--- src/rtl/dsp_muladd_pkg.sv ---
// dsp_muladd_pkg: shared widths and depths for the DSP48E2 mul-add issue front end.
package dsp_muladd_pkg;
    localparam int W          = 8;
    localparam int LAT        = 3;
    localparam int C_DELAY    = LAT - 1;
    localparam int SKID_DEPTH = 2;
endpackage

--- src/rtl/dsp_muladd_skid.sv ---
// dsp_muladd_skid: 2-entry result FIFO absorbing the DSP output while the consumer stalls.
module dsp_muladd_skid
    import dsp_muladd_pkg::*;
(
    input  logic         clock,
    input  logic         reset,
    input  logic         push,
    input  logic         pop,
    input  logic [W-1:0] din,
    output logic [W-1:0] dout,
    output logic [1:0]   cnt
);
    logic [W-1:0] mem [SKID_DEPTH];
    logic         wr;
    logic         rd;

    assign dout = mem[rd];

    // A push onto a full FIFO only happens alongside a pop, so writing the slot being read is safe.
    always_ff @(posedge clock) begin
        if (reset) begin
            mem <= '{default: '0};
            wr  <= 1'b0;
            rd  <= 1'b0;
            cnt <= '0;
        end else begin
            if (push) begin
                mem[wr] <= din;
                wr      <= ~wr;
            end
            if (pop)
                rd <= ~rd;
            cnt <= cnt + 2'(push) - 2'(pop);
        end
    end
endmodule

--- src/rtl/dsp_muladd_issue.sv ---
// dsp_muladd_issue: valid/ready issue front end driving the DSP48E2 (a*b+c) pipeline.
// Define DSP_MUXADD_SKID_EN to insert a 2-entry skid buffer on the result path.
module dsp_muladd_issue
    import dsp_muladd_pkg::*;
(
    input  logic         clock,
    input  logic         reset,
    input  logic         in_valid,
    output logic         in_ready,
    input  logic [W-1:0] in_a,
    input  logic [W-1:0] in_b,
    input  logic [W-1:0] in_c,
    output logic [W-1:0] dsp_a,
    output logic [W-1:0] dsp_b,
    output logic [W-1:0] dsp_c,
    output logic         dsp_en,
    input  logic [W-1:0] dsp_y,
    output logic         out_valid,
    input  logic         out_ready,
    output logic [W-1:0] out_y,
    output logic         busy
);
    logic [LAT-1:0] vld;
    logic [W-1:0]   c_d1;
    logic [W-1:0]   c_d2;
    logic           accept;

    assign dsp_a    = in_a;
    assign dsp_b    = in_b;
    assign dsp_c    = c_d2;
    assign in_ready = dsp_en & ~reset;
    assign accept   = in_valid & in_ready;

    // c skips the A/B register and the multiplier stage, so it trails by two en-cycles.
    always_ff @(posedge clock) begin
        if (reset) begin
            vld  <= '0;
            c_d1 <= '0;
            c_d2 <= '0;
        end else if (dsp_en) begin
            vld  <= {vld[LAT-2:0], accept};
            c_d1 <= in_c;
            c_d2 <= c_d1;
        end
    end

`ifdef DSP_MUXADD_SKID_EN
    logic [1:0] cnt;

    assign dsp_en    = (cnt != 2'(SKID_DEPTH)) | out_ready;
    assign out_valid = cnt != 2'd0;
    assign busy      = |vld | out_valid;

    dsp_muladd_skid u_skid (
        .clock (clock),
        .reset (reset),
        .push  (vld[LAT-1] & dsp_en),
        .pop   (out_valid & out_ready),
        .din   (dsp_y),
        .dout  (out_y),
        .cnt   (cnt)
    );
`else
    assign dsp_en    = ~vld[LAT-1] | out_ready;
    assign out_valid = vld[LAT-1];
    assign out_y     = dsp_y;
    assign busy      = |vld;
`endif
endmodule
--- config.mk ---
export PLATFORM = sky130hd
export DESIGN_NAME = dsp_muladd_issue
export DESIGN_NICKNAME = d
export VERILOG_FILES = /design/src/rtl/dsp_muladd_pkg.sv /design/src/rtl/dsp_muladd_skid.sv /design/src/rtl/dsp_muladd_issue.sv
export SDC_FILE = /design/constraint.sdc
export NUM_CORES = 1
export LEC_CHECK = 0
export ABC_CLOCK_PERIOD_IN_PS = 900
export CAP_MARGIN = 0
export CELL_PAD_IN_SITES_DETAIL_PLACEMENT = 2
export CELL_PAD_IN_SITES_GLOBAL_PLACEMENT = 2
export CORE_ASPECT_RATIO = 0.8
export CORE_MARGIN = 10
export CORE_UTILIZATION = 17
export CTS_CLUSTER_SIZE = 10
export DETAILED_ROUTE_END_ITERATION = 10
export PLACE_DENSITY_LB_ADDON = 0.1
export SLEW_MARGIN = 20
export SYNTH_ARGS = -nofsm -noshare
export SYNTH_HDL_FRONTEND = slang
export SYNTH_SLANG_ARGS = --single-unit
--- constraint.sdc ---
create_clock -name clock -period 0.9 [get_ports clock]
set_input_delay 0.18 -clock clock [delete_from_list [all_inputs] [get_ports clock]]
set_output_delay 0.18 -clock clock [all_outputs]
set_load 0.05 [all_outputs]
==> impl_metrics.yaml, run 1 <==
outcome:
  run_status: "finished, violations left"
  violations: "negative setup slack"
floorplan:
  start_util: 0.174
  dieArea_sq_um: 9500
  ios: 72
  core-area_sq_um: 5850
  row_count: 25
  fp.dieH_um: 89.2
  dieWidth_um: 106
yosys:
  syn_area_sq_um: 1020
  synth-seq-area-share: 0.374
  synth_top_family_by_area: "simple AND/OR/NAND/NOR gates"
  muxShareOfSynthArea: 0.0886
  synthSimpleGateAreaFrac: 0.229
  synth.avg_cell_area_sq_um: 10.2
  yosys_warnings: 0
  synth-xor-area-share: 0
  ys_types: 15
  synth-compound-area-share: 0.0824
  ys_ff_latch: 19
  syn_nets: 136
  synth_fa_ha_area_frac: 0
  synthCells: 100
power_and_ir_drop:
  p_leak_nw: 0.622
  vdd_ir_drop_max_uv: 388
  power_density_nw_per_um2: 1280
  p_total_mw: 1.98
worst_setup_path:
  cp.arrival_ns: 1.11
  path_cells: "or3_4 > buf_6"
  r2r_setup_slack_ns: -0.21
  end_kind: "output pin"
  worst-path-buf-inv: 1
  worst-setup-path-type: "flip-flop to output pin"
  ff2ff_path_depth: 5
  worstSetupStartpointType: "flip-flop"
  worstPathRequired_ns: 0.72
  crit_slowest_cell: "or3_4"
  reg2reg_to: "dsp_c[2]"
  r2r-start: "vld[2]"
  crit_fanout: 2
  path_delay_family: "simple AND/OR/NAND/NOR gates"
  critPathMaxStageDelay_ns: 0.38
final_layout:
  areaGrowthSynthToFinish_pct: 51.8
  drive_gt1_frac: 0.508
  final_core_util: 0.264
  stdcell_count: 201
  fin_nets: 157
  diodes: 0
  finalInstanceArea_sq_um: 1540
routing:
  via_per_inst: 3.74
  ant_nets: 0
  wl_per_cell_um: 14.0
  drc: 0
  wl_um: 2810
  via_count: 751
  drt_iter0_drc: 18
  first_pass_iters: 3
timing:
  fin_hold_ws_ns: 0.360
  worst_pin_slew_ns: 0.183
  rsz0062_at_grt: "yes"
  finalClockSkew_ns: 0.00117
  max_slew_margin: 0.878
  layout_setup_ws_ns: -0.387
  drv_slew: 0
  tns_ns: -4.17
  fin_crit_ns: 1.29
  setup_viol_count_final: 29
  finalCritPeriodShare: 1.43
  hold_violations: 0
  max_freq_mhz: 777
global_route:
  grt_usage: 0.0617
  grt_max_degree: 14
  antenna_found_initial: 0
  grt_pass1_wl_um: 4610
  grt.overflow.total: 0
  grt_pass1_vias: 878
clock_tree:
  cts_buffers: 3
  ctsHoldBuffers: 0
  root_buffer: "clkbuf_8"
  htree_levels: 1
  cts_tree: "done"
  cts_sinks: 19
  clock_latency_ns: 0.26
  clkTransAtPathRegs_ns: 0.07
  ctsLongestPathBuffers: 2
run:
  maxCapViolCount: 0
place:
  port_buffers: 23
  preCtsSetupSlack_ns: -0.493
  dp_hpwl_um: 1990
  place_inst: 186
  gp_congestion: 0.662
  dpl_cell_area_sq_um: 1340
hold_path:
  min_path_type: "input pin to output pin"
  hold_path_startpoint: "in_b[5]"
  holdPathStages: 0
  min_to: "dsp_b[5]"
==> flip-flops by register name, indices dropped and copies added, names as in the netlist <==
register,count
c_d1,8
dsp_c,8
vld,3
==> final cells by class <==
class | count | area (sq um)
Inverter | 2 | 10.0
Multi-Input combinational cell | 49 | 432
Fill cell | 643 | 4310
Clock buffer | 4 | 45.0
Timing Repair Buffer | 46 | 557
Sequential cell | 19 | 399
Tap cell | 81 | 101
==> worst max path at each step <==
stage | start | to | slack (ns) | cells past startpoint
detailed placement | out_ready | c_d1[2] | -0.49 | 4
finish | vld[0] | busy | -0.39 | 2
floorplan | vld[2] | in_ready | -0.36 | 4
CTS | vld[0] | busy | -0.41 | 2
global route | vld[2] | dsp_en | -0.44 | 3
global placement | out_ready | c_d1[2] | -0.45 | 4
==> worst register-to-register path: stages (launching register included) <==
cell and delay [ns]:
dfxtp_4 0.36, nor2b_4 0.22, buf_6 0.14, buf_8 0.13, buf_12 0.11, o21ai_2 0.04
==> layout by cell type, fill, tap and decap left out, drive strengths merged <==
cell,instances
a21oi,1
inv,2
dlygate4sd2,2
dfxtp,19
nand4bb,9
or3,1
nor2b,1
o21ai,9
nor2,1
nand2b,18
mux2i,9
clkdlybuf4s50,9
buf,35
clkbuf,4
==> cells by family (layout without fill, tap and decap cells) <==
group	after synthesis	in the layout
flip-flops	19	19
buffers and inverters	32	52
AO/OA/AOI/OAI	10	10
multiplexers	9	9
AND/OR/NAND/NOR	30	30
==> cell usage after synthesis <==
cell type / number / share of area
buf_2: 2 / 0.0098
a21oi_1: 1 / 0.0049
mux2i_1: 9 / 0.089
buf_4: 24 / 0.18
buf_6: 2 / 0.022
nand4bb_1: 9 / 0.10
or3_1: 1 / 0.0062
nor2_1: 1 / 0.0037
nand2b_1: 18 / 0.11
nor2b_2: 1 / 0.0086
clkbuf_1: 2 / 0.0074
inv_4: 1 / 0.0062
o21ai_2: 9 / 0.077
inv_1: 1 / 0.0037
dfxtp_1: 19 / 0.37
==> repair_timing <==
| item | CTS | global route |
|---|---|---|
| pin swaps | 1 | 1 |
| gates resized for setup | 23 | 5 |
| setup endpoints to repair | 31 | 31 |
| gates cloned | 0 | 0 |
| setup buffers | 6 | 8 |
==> layer usage <==
| layer | vias to the layer above | part of all wire | global-route usage |
|---|---|---|---|
| met1 | 361 | 0.44 | 0.0723 |
| met3 | 16 | 0.078 | 0.0317 |
| met2 | 27 | 0.46 | 0.0947 |
| met5 | - | 0 | 0 |
| met4 | 0 | 0.022 | 0.0233 |
| li1 | 347 | - | - |
==> power breakdown <==
part / internal [mW] / leakage (nW) / total (mW) / switching, mW
clock network: 0.315 / 0.0228 / 0.609 / 0.294
logic: 0.254 / 0.437 / 0.459 / 0.205
registers: 0.883 / 0.162 / 0.913 / 0.0291
total: 1.45 / 0.622 / 1.98 / 0.528
Power figures use the tool's default switching activity.
==> run 2, diff against run 1 <==
Settings changed: HOLD_SLACK_MARGIN from default to 0.15.
==> results of run 2 <==
Same layout as run 1: the final DEF is identical, and so are final timing and power.
